<file path="config.mk">
export PLATFORM = sky130hd
export DESIGN_NAME = one_wire_txn_sequencer
export DESIGN_NICKNAME = d
export VERILOG_FILES = /design/src/rtl/one_wire_pkg.sv /design/src/rtl/one_wire_hdr_shift.sv /design/src/rtl/one_wire_txn_sequencer.sv
export SDC_FILE = /design/constraint.sdc
export NUM_CORES = 1
export LEC_CHECK = 0
export CAP_MARGIN = 10
export CORE_MARGIN = 2
export CORE_UTILIZATION = 60
export CTS_BUF_LIST = sky130_fd_sc_hd__clkbuf_4 sky130_fd_sc_hd__clkbuf_8
export DETAILED_ROUTE_END_ITERATION = 16
export PLACE_DENSITY = 0.95
export SETUP_SLACK_MARGIN = 0.3
export SLEW_MARGIN = 20
export SYNTH_ARGS = -nofsm -noshare
export SYNTH_HDL_FRONTEND = slang
export SYNTH_SLANG_ARGS = --single-unit
</file>
<file path="constraint.sdc">
create_clock -name clk -period 5.3 [get_ports clk]
set_input_delay 1.06 -clock clk [delete_from_list [all_inputs] [get_ports clk]]
set_output_delay 1.06 -clock clk [all_outputs]
set_load 0.03 [all_outputs]
</file>
<file path="src/rtl/one_wire_pkg.sv">
`default_nettype none
// ============================================================================
// Module  : one_wire_pkg
// Purpose : Shared constants, state encodings and helpers for the 1-wire
//           transaction sequencer and its header shifter.
// Revision: 1.0 - initial release
// ============================================================================
package one_wire_pkg;

    // Operations understood by the byte-level bus master
    localparam logic [1:0] BM_OP_RESET = 2'b00;
    localparam logic [1:0] BM_OP_WRITE = 2'b01;
    localparam logic [1:0] BM_OP_READ  = 2'b10;

    localparam int MAX_LEN    = 32;
    localparam int HDR_DEPTH  = 12;

    localparam logic [7:0] MATCH_ROM = 8'h55;
    localparam logic [7:0] SKIP_ROM  = 8'hCC;

    typedef logic [HDR_DEPTH-1:0][7:0] hdr_bytes_t;

    localparam logic [3:0] ST_IDLE        = 4'd0;
    localparam logic [3:0] ST_LATCH       = 4'd1;
    localparam logic [3:0] ST_BUS_RST     = 4'd2;
    localparam logic [3:0] ST_WAIT_RST    = 4'd3;
    localparam logic [3:0] ST_HDR_SEND    = 4'd4;
    localparam logic [3:0] ST_HDR_WAIT    = 4'd5;
    localparam logic [3:0] ST_PAYLOAD_SEL = 4'd6;
    localparam logic [3:0] ST_FETCH       = 4'd7;
    localparam logic [3:0] ST_WR_SEND     = 4'd8;
    localparam logic [3:0] ST_WR_WAIT     = 4'd9;
    localparam logic [3:0] ST_RD_REQ      = 4'd10;
    localparam logic [3:0] ST_RD_WAIT     = 4'd11;
    localparam logic [3:0] ST_DONE        = 4'd12;
    localparam logic [3:0] ST_ERROR       = 4'd13;

    // States that launch a bus-master operation for exactly one cycle
    function automatic logic is_req_state(input logic [3:0] st);
        return (st == ST_BUS_RST) || (st == ST_HDR_SEND) ||
               (st == ST_WR_SEND) || (st == ST_RD_REQ);
    endfunction

endpackage
`default_nettype wire

</file>
<file path="src/rtl/one_wire_hdr_shift.sv">
`default_nettype none
// ============================================================================
// Module  : one_wire_hdr_shift
// Purpose : Parallel-load header byte shifter with remaining-byte count.
// Revision: 1.0 - initial release
// ============================================================================
module one_wire_hdr_shift
    import one_wire_pkg::*;
(
    input  logic             clk,
    input  logic             reset,
    input  logic             load_i,
    input  hdr_bytes_t       bytes_i,
    input  logic [3:0]       count_i,
    input  logic             shift_i,
    output logic [7:0]       head_o,
    output logic             empty_o,
    output logic             last_o
);

    hdr_bytes_t bytes_q;
    logic [3:0] cnt_q;

    always_ff @(posedge clk) begin
        if (reset) begin
            bytes_q <= '0;
            cnt_q   <= 4'd0;
        end else if (load_i) begin
            bytes_q <= bytes_i;
            cnt_q   <= count_i;
        end else if (shift_i && (cnt_q != 4'd0)) begin
            bytes_q <= {8'h00, bytes_q[HDR_DEPTH-1:1]};
            cnt_q   <= cnt_q - 4'd1;
        end
    end

    assign head_o  = bytes_q[0];
    assign empty_o = (cnt_q == 4'd0);
    assign last_o  = (cnt_q == 4'd1);

endmodule
`default_nettype wire

</file>
<file path="src/rtl/one_wire_txn_sequencer.sv">
`default_nettype none
// ============================================================================
// Module  : one_wire_txn_sequencer
// Purpose : Runs one 1-wire transaction (reset, ROM/ID, function, address,
//           payload) by issuing byte ops to the bus master.
// Revision: 1.0 - initial release
// ============================================================================
module one_wire_txn_sequencer #(
    parameter int ADDRESS_WIDTH = 16,
    parameter int UID_WIDTH     = 56,
    parameter int MAX_LEN       = one_wire_pkg::MAX_LEN
) (
    input  logic                     clk,
    input  logic                     reset,
    input  logic                     start,
    input  logic                     read_match,
    input  logic                     read_write,
    input  logic [7:0]               rom_cmd,
    input  logic [UID_WIDTH-1:0]     uid_data,
    input  logic [7:0]               uid_crc,
    input  logic [7:0]               fun_cmd,
    input  logic [ADDRESS_WIDTH-1:0] address,
    input  logic [5:0]               data_length,
    output logic [4:0]               bram_addr,
    input  logic [7:0]               bram_rd_data,
    output logic                     bram_wr_en,
    output logic [7:0]               bram_wr_data,
    output logic                     bm_req,
    output logic [1:0]               bm_op,
    output logic [7:0]               bm_tx_byte,
    input  logic                     bm_done,
    input  logic                     bm_presence,
    input  logic [7:0]               bm_rx_byte,
    output logic                     busy,
    output logic                     done,
    output logic                     error
);
    import one_wire_pkg::*;

    localparam logic [6:0] C_MAX_LEN = 7'(MAX_LEN);

    logic [3:0]               state_q, state_d;
    logic [5:0]               idx_q, idx_d;
    logic [7:0]               tx_q, tx_d;
    logic                     rm_q, rw_q;
    logic [7:0]               rom_q, crc_q, fun_q;
    logic [UID_WIDTH-1:0]     uid_q;
    logic [ADDRESS_WIDTH-1:0] addr_q;
    logic [5:0]               len_q;

    hdr_bytes_t               hdr_bytes;
    logic                     hdr_load, hdr_shift, hdr_empty, hdr_last;
    logic [7:0]               hdr_head;
    logic [5:0]               idx_next;

    assign idx_next = idx_q + 6'd1;

    // MATCH-ROM path carries the 7 ID bytes (LSB first) and CRC between ROM and function command
    always_comb begin
        hdr_bytes    = '0;
        hdr_bytes[0] = rom_q;
        if (rm_q) begin
            for (int i = 0; i < 7; i++) begin
                hdr_bytes[i+1] = uid_q[8*i +: 8];
            end
            hdr_bytes[8]  = crc_q;
            hdr_bytes[9]  = fun_q;
            hdr_bytes[10] = addr_q[7:0];
            hdr_bytes[11] = addr_q[15:8];
        end else begin
            hdr_bytes[1] = fun_q;
            hdr_bytes[2] = addr_q[7:0];
            hdr_bytes[3] = addr_q[15:8];
        end
    end

    one_wire_hdr_shift u_hdr_shift (
        .clk     (clk),
        .reset   (reset),
        .load_i  (hdr_load),
        .bytes_i (hdr_bytes),
        .count_i (rm_q ? 4'd12 : 4'd4),
        .shift_i (hdr_shift),
        .head_o  (hdr_head),
        .empty_o (hdr_empty),
        .last_o  (hdr_last)
    );

    always_comb begin
        state_d   = state_q;
        idx_d     = idx_q;
        tx_d      = tx_q;
        hdr_load  = 1'b0;
        hdr_shift = 1'b0;
        case (state_q)
            ST_IDLE:     if (start) state_d = ST_LATCH;
            ST_LATCH: begin
                if ({1'b0, len_q} > C_MAX_LEN) begin
                    state_d = ST_ERROR;
                end else begin
                    hdr_load = 1'b1;
                    idx_d    = 6'd0;
                    state_d  = ST_BUS_RST;
                end
            end
            ST_BUS_RST:  state_d = ST_WAIT_RST;
            ST_WAIT_RST: if (bm_done) state_d = bm_presence ? ST_HDR_SEND : ST_ERROR;
            ST_HDR_SEND: state_d = ST_HDR_WAIT;
            ST_HDR_WAIT: begin
                if (bm_done) begin
                    hdr_shift = 1'b1;
                    state_d   = (hdr_last || hdr_empty) ? ST_PAYLOAD_SEL : ST_HDR_SEND;
                end
            end
            ST_PAYLOAD_SEL: begin
                if (len_q == 6'd0)  state_d = ST_DONE;
                else if (rw_q)      state_d = ST_FETCH;
                else                state_d = ST_RD_REQ;
            end
            // FETCH gives the synchronous BRAM one cycle to present idx's byte
            ST_FETCH:    state_d = ST_WR_SEND;
            ST_WR_SEND: begin
                tx_d    = bram_rd_data;
                state_d = ST_WR_WAIT;
            end
            ST_WR_WAIT: begin
                if (bm_done) begin
                    idx_d   = idx_next;
                    state_d = (idx_next == len_q) ? ST_DONE : ST_FETCH;
                end
            end
            ST_RD_REQ:   state_d = ST_RD_WAIT;
            ST_RD_WAIT: begin
                if (bm_done) begin
                    idx_d   = idx_next;
                    state_d = (idx_next == len_q) ? ST_DONE : ST_RD_REQ;
                end
            end
            ST_DONE, ST_ERROR: begin
                idx_d   = 6'd0;
                state_d = ST_IDLE;
            end
            default:     state_d = ST_IDLE;
        endcase
    end

    always_ff @(posedge clk) begin
        if (reset) begin
            state_q <= ST_IDLE;
            idx_q   <= 6'd0;
            tx_q    <= 8'h00;
            rm_q    <= 1'b0;
            rw_q    <= 1'b0;
            rom_q   <= 8'h00;
            uid_q   <= '0;
            crc_q   <= 8'h00;
            fun_q   <= 8'h00;
            addr_q  <= '0;
            len_q   <= 6'd0;
        end else begin
            state_q <= state_d;
            idx_q   <= idx_d;
            tx_q    <= tx_d;
            if ((state_q == ST_IDLE) && start) begin
                rm_q   <= read_match;
                rw_q   <= read_write;
                rom_q  <= rom_cmd;
                uid_q  <= uid_data;
                crc_q  <= uid_crc;
                fun_q  <= fun_cmd;
                addr_q <= address;
                len_q  <= data_length;
            end
        end
    end

    always_comb begin
        bm_op = BM_OP_RESET;
        case (state_q)
            ST_HDR_SEND, ST_HDR_WAIT, ST_WR_SEND, ST_WR_WAIT: bm_op = BM_OP_WRITE;
            ST_RD_REQ, ST_RD_WAIT:                            bm_op = BM_OP_READ;
            default:                                          bm_op = BM_OP_RESET;
        endcase
    end

    // tx byte stays frozen from request to completion: header head only shifts on bm_done
    always_comb begin
        bm_tx_byte = 8'h00;
        case (state_q)
            ST_HDR_SEND, ST_HDR_WAIT: bm_tx_byte = hdr_head;
            ST_WR_SEND:               bm_tx_byte = bram_rd_data;
            ST_WR_WAIT:               bm_tx_byte = tx_q;
            default:                  bm_tx_byte = 8'h00;
        endcase
    end

    assign bm_req       = is_req_state(state_q);
    assign bram_addr    = idx_q[4:0];
    assign bram_wr_en   = (state_q == ST_RD_WAIT) && bm_done;
    assign bram_wr_data = bram_wr_en ? bm_rx_byte : 8'h00;
    assign busy         = (state_q != ST_IDLE);
    assign done         = (state_q == ST_DONE);
    assign error        = (state_q == ST_ERROR);

endmodule
`default_nettype wire

</file>
; ---- After elaboration in Yosys (flattened, before gate mapping)
; Cells that the tools add are included.
[word_totals]
register_bits = 222
out_inout_bits = 28
word_cells = 100
[op_classes]
n_addsub = 2
order_cmp = 1
n_eq_ne = 22
muxes = 30
reduce_logical = 21
[op_table]
columns = cell, count
row1 = 96-bit 2-to-1 mux, 2
row2 = 64-bit 2-to-1 mux, 1
row3 = 4-bit 2-to-1 mux, 13
row4 = 4-bit case mux with 12 select lines, 1
row5 = 4-bit == test (second input constant), 6
row6 = 24-bit 2-to-1 mux, 1
row7 = 8-bit case mux with 3 select lines, 1
row8 = 6-bit case mux with 3 select lines, 1
row9 = 4-bit by 3-bit == test with 1-bit output (second input constant), 4
row10 = 6-bit 2-to-1 mux, 2
row11 = 2-bit inequality test (second input constant), 6
row12 = 4-bit by 1-bit == test with 1-bit output (second input constant), 2
row13 = 4-bit by 2-bit == test with 1-bit output (second input constant), 2
row14 = 4-bit zero test, 2
row15 = 8-bit 2-to-1 mux, 1
row16 = 4-bit nonzero test, 2
row17 = 2-bit OR reduction, 4
row18 = 6-bit by 1-bit adder with 6-bit output (second input constant), 1
row19 = 6-bit == test, 1
row20 = 6-bit greater-than comparator (second input constant), 1
row21 = 6-bit zero test, 1
row22 = 5-bit AND reduction, 1
row23 = 1-bit logical OR, 4
row24 = 1-bit 2-to-1 mux, 4
row25 = other kinds (10), 12

; ---- Depth between registers and ports, before layout
[depth]
word_depth = 5
mapped_depth = 8
ltp_nobuf = 7

; ---- Modules after synthesis
; A second synthesis with hierarchy kept.
[unflattened]
cells_unflattened = 1329
area_unflattened_um2 = 10737.8
[modules_own_cells]
columns = mod, n_inst, cells_each, area_per_inst_um2, seq_area_each_um2
row1 = one_wire_txn_sequencer, 1, 762, 5759.3, 2442.3
row2 = one_wire_hdr_shift, 1, 567, 4978.5, 2001.9

; ---- Least setup slack after synthesis
; No wires, ideal clock.
[synth_path]
kind = input -> output
startpoint = input port bm_done
endpoint = output port bram_wr_data[0]
t_arrival_ns = 1.869
path_slack_ns = 2.371
stages = 3
path_cell_list = clkbuf_1 > clkbuf_1 > and3_1
[synth_via]
elab_chain_cells = 2
[synth_lines]
columns = item, line
row1 = "start, declared", one_wire_txn_sequencer.sv:31  ; input logic bm_done,
row2 = 1-bit logical AND, one_wire_txn_sequencer.sv:199  ; assign bram_wr_en = (state_q == ST_RD_WAIT) && bm_done;
row3 = 8-bit 2-to-1 mux, one_wire_txn_sequencer.sv:200  ; assign bram_wr_data = bram_wr_en ? bm_rx_byte : 8'h00;
row4 = "end, declared", one_wire_txn_sequencer.sv:27  ; output logic [7:0] bram_wr_data,
; Every way passes these cells.

; ---- Final worst setup path
[layout_path]
startpoint = register state_q[0]
endpoint = output port bm_tx_byte[5]
[layout_via]
elab_chain_cells = 3
elab_cells_between_ends = 6
classes_between = eq/ne (4) / mux (1) / reduce/logical (1)
[layout_lines]
columns = item, line
row1 = "start, declared", one_wire_txn_sequencer.sv:42  ; logic [3:0] state_q, state_d;
row2 = "start signal, assigned", one_wire_txn_sequencer.sv:161  ; state_q <= state_d;
row3 = 4-bit by 3-bit == test with 1-bit output, one_wire_txn_sequencer.sv:189  ; case (state_q)
row4 = 2-bit OR reduction, one_wire_txn_sequencer.sv:189
row5 = 8-bit case mux with 3 select lines (*), one_wire_txn_sequencer.sv:189
row6 = "end, declared", one_wire_txn_sequencer.sv:30  ; output logic [7:0] bm_tx_byte,
; Mark *: on every way between the ends. The rest lies on a longest branch, timed or not.

==> metrics.log <==
INFO  metric post_dp_cell_area = 11100 µm²
INFO  metric drt_pass1_iterations = 5
INFO  metric synthesized_nets = 1363
INFO  metric share_of_layout_cells_above_drive_strength_1 = 7.58%
INFO  metric worstRegToRegCells = 6
INFO  metric final.min_clock_period = 4.12 ns
INFO  metric ir_drop = 0.210 mV
INFO  metric worst_hold_path.num_cells = 2
INFO  metric worst-slew-pin-transition = 1.04 ns
INFO  metric rows = 46
INFO  metric antenna_found_initial = 0
INFO  metric yosysWarnings = 0
INFO  metric fin_total_pwr = 4.35 mW
INFO  metric static-leakage-power = 4.26 nW
INFO  metric synth_enable_flop_cells = 0
INFO  metric route.final.wire_length = 26.8 mm
INFO  metric critical_path.reg2reg.endpoint = u_hdr_shift.bytes_q[79]$_SDFFE_PP0P_
INFO  metric clk_pin_slew = 0.06 ns
INFO  metric crit_arrival = 3.06 ns
INFO  metric timing.final.hold_violations = 0
INFO  metric postSynth.asyncResetShare = 0%
INFO  metric max_cap_violations = 0
INFO  metric critical_path_buf_inv_count = 2
INFO  metric grt_overflow = 0
INFO  metric crit-reg2reg-launch = state_q[0]$_SDFFE_PP0P_
INFO  metric holdPathEnd = crc_q[0]$_SDFFE_PP0P_
INFO  metric layout_fillers = 1125
INFO  metric sequential_share_of_the_synthesized_area = 45.7%
INFO  metric avgSynthCellArea = 7.87 µm²
INFO  metric drt_first_iter_violations = 1069
INFO  metric grt_start_max_net_pins = 140
INFO  metric maximum_buffer_depth_of_the_clock_tree = 3
INFO  metric unrepaired_setup_endpoints_after_global_routing = false
INFO  metric cts_hold_buffers = 0
INFO  metric min-delay-start = crc_q[0]$_SDFFE_PP0P_
INFO  metric outcome = complete, no violations
INFO  metric grt_pass1_vias = 8874
INFO  metric syn_inst = 1234
INFO  metric layout.nets = 1449
INFO  metric vias = 9388
INFO  metric grt_use_total = 30.4%
INFO  metric layout-area-overhead-vs-synth = 22.7%
INFO  metric initial_utilization = 61.2%
INFO  metric setup_total_negative_slack = 0 ns
INFO  metric worst_setup_path_start_kind = flop
INFO  metric final_max_slew_viol_count = 0
INFO  metric fin_crit_sh = 77.7%
INFO  metric worst-r2r-setup-slack = 1.91 ns
INFO  metric viasPerCell = 6.01
INFO  metric required = 4.24 ns
INFO  metric synth.ff_latch_count = 222
INFO  metric max-slew-margin-rel = 30.7%
INFO  metric port-buffer-count = 152
INFO  metric route.detailed.drc = 0
INFO  metric cpMaxStageDelayCell = sky130_fd_sc_hd__dfxtp_1
INFO  metric cts_buffers = 36
INFO  metric tritoncts = built
INFO  metric max_stage_delay = 0.75 ns
INFO  metric first_pass_grt_wire_length = 44.0 mm
INFO  metric setup-violations-final = 0
INFO  metric clk_root_buffer_cell = sky130_fd_sc_hd__clkbuf_8
INFO  metric max_clock_freq = 243 MHz
INFO  metric core_region_area = 15900 µm²
INFO  metric detail_route.wl_per_cell = 17.2 µm
INFO  metric ys_types = 60
INFO  metric dieArea = 17200 µm²
INFO  metric dp_hpwl = 16.1 mm
INFO  metric antenna_violating_nets_post_route = 0
INFO  metric cts.repair_timing.setup_buffer_count = 0
INFO  metric criticalPathCategory = reg2out
INFO  metric clock_tree.htree_level_count = 2
INFO  metric dieWidth = 131 µm
INFO  metric ys.flop_type = sky130_fd_sc_hd__dfxtp_1
INFO  metric synthesis.area = 9720 µm²
INFO  metric numClockSinks = 222
INFO  metric timing.hold.worst.class = reg2reg
INFO  metric gpl.final_weighted_congestion = 0.874
INFO  metric critical_path.top_delay_family = simple AND/OR/NAND/NOR gates
INFO  metric cts_resized = 0
INFO  metric top_level_ports = 153
INFO  metric timing.critical_path.fanout_max = 22
INFO  metric postLayoutCellArea = 11900 µm²
INFO  metric worst_skew_pair.late_latency = 0.54 ns
INFO  metric path_cells = nand2b_1 > nor2_1 > a222oi_1 > inv_1 > clkdlybuf4s50_1
INFO  metric crit_path_end_kind = output pin
INFO  metric antenna_cells = 0
INFO  metric dieHeight = 131 µm
INFO  metric power_density = 365 nW/µm²
INFO  metric clock-skew-final = 0.0201 ns
## layout by cell type (no fill, tap or decap), types with 8 or more instances in the layout
cell	n
sky130_fd_sc_hd__a22oi_1	11
sky130_fd_sc_hd__o21ai_0	8
sky130_fd_sc_hd__clkbuf_4	18
sky130_fd_sc_hd__nor2b_1	18
sky130_fd_sc_hd__nor2_1	28
sky130_fd_sc_hd__nand2_1	388
sky130_fd_sc_hd__inv_1	12
sky130_fd_sc_hd__and3_1	11
sky130_fd_sc_hd__dfxtp_1	221
sky130_fd_sc_hd__a222oi_1	8
sky130_fd_sc_hd__a21oi_1	201
sky130_fd_sc_hd__clkbuf_8	41
sky130_fd_sc_hd__a311oi_1	72
sky130_fd_sc_hd__mux2i_1	9
sky130_fd_sc_hd__clkdlybuf4s50_1	151
sky130_fd_sc_hd__buf_4	10
sky130_fd_sc_hd__a211oi_1	18
sky130_fd_sc_hd__nand3_1	20
sky130_fd_sc_hd__nor3_1	10
## stage by stage
step	std cells	setup slack [ns]	utilization, %	hold slack [ns]
2_1_floorplan	1234	2.37	-	0.433
3_3_place_gp	1496	1.48	70.0	0.439
3_5_place_dp	1496	1.45	70.0	0.447
4_1_cts	1560	1.16	74.7	0.455
5_1_grt	1562	0.966	75.0	0.473
6_report	1562	1.18	75.0	0.455
## per-layer routing
metal / part of all wire [%] / up-vias / wire [µm] / global-route usage (%)
met4: 3.8 / 0 / 1020 / 12.1
met5: 0 / - / 0 / 0
met2: 48 / 458 / 13000 / 51.5
met3: 7.3 / 82 / 1950 / 5.67
li1: - / 4475 / - / -
met1: 41 / 4373 / 10900 / 38.4
## tightest hold or removal path, cell delays in order, from the launching register on
cell and delay (ns):
sky130_fd_sc_hd__dfxtp_1 0.31, sky130_fd_sc_hd__nand2_1 0.05, sky130_fd_sc_hd__a21oi_1 0.05
## registers in the layout, summed over array words and instances, names as in the netlist
register,flops
len_q,6
addr_q,16
uid_q,56
u_hdr_shift.bytes_q,88
crc_q,8
u_hdr_shift.head_o,8
tx_q,8
state_q,4
rom_q,8
u_hdr_shift.cnt_q,4
idx_q,6
rw_q,1
fun_q,8
rm_q,1
## cell families after synthesis
logic type / count (synthesis) / share of synthesized area [%]
xor+xnor: 12 / 1.08
simple gates: 510 / 22.2
mux: 11 / 1.16
flops: 222 / 45.7
compound gates: 347 / 23.7
buf+inv: 128 / 5.61
fa+ha+maj: 4 / 0.515
## area by class of cell
| type | count | area (µm²) | area share, % |
|---|---|---|---|
| multi-input cells | 884 | 4750 | 39.9 |
| flip-flops and latches | 222 | 4450 | 37.3 |
| repair buffers | 164 | 1650 | 13.8 |
| clock buffers | 59 | 699 | 5.87 |
| well taps | 216 | 270 | 2.27 |
| clock inverters | 5 | 62.6 | 0.525 |
| inverters | 12 | 45.0 | 0.378 |
## power by group
part / switching, mW / total, mW / internal [mW]
Clock: 0.675 / 1.56 / 0.888
Combinational: 0.461 / 0.779 / 0.318
Sequential: 0.156 / 2.01 / 1.86
## worst max path at each step
stage / from / to / depth (start not counted)
final: state_q[0]$_SDFFE_PP0P_ / bm_tx_byte[5] / 5
after detailed placement: bm_done / bram_wr_data[2] / 3
after floorplan: bm_done / bram_wr_data[0] / 3
after global placement: bm_done / bram_wr_data[0] / 3
after CTS: state_q[0]$_SDFFE_PP0P_ / bm_tx_byte[1] / 5
after global routing: state_q[0]$_SDFFE_PP0P_ / bm_tx_byte[2] / 5
## synthesized netlist by cell type (all sizes together), types with 12 or more instances
master | count | area, µm²
buf | 36 | 200
a21oi | 202 | 1010
a311oi | 72 | 631
nand3 | 21 | 105
and3 | 12 | 75.1
nand2 | 389 | 1460
a211oi | 18 | 135
clkbuf | 80 | 300
nor2 | 28 | 105
dfxtp | 222 | 4440
nor2b | 18 | 113
nor3 | 13 | 80.1
inv | 12 | 45.0
(Power assumes the default switching activity.)
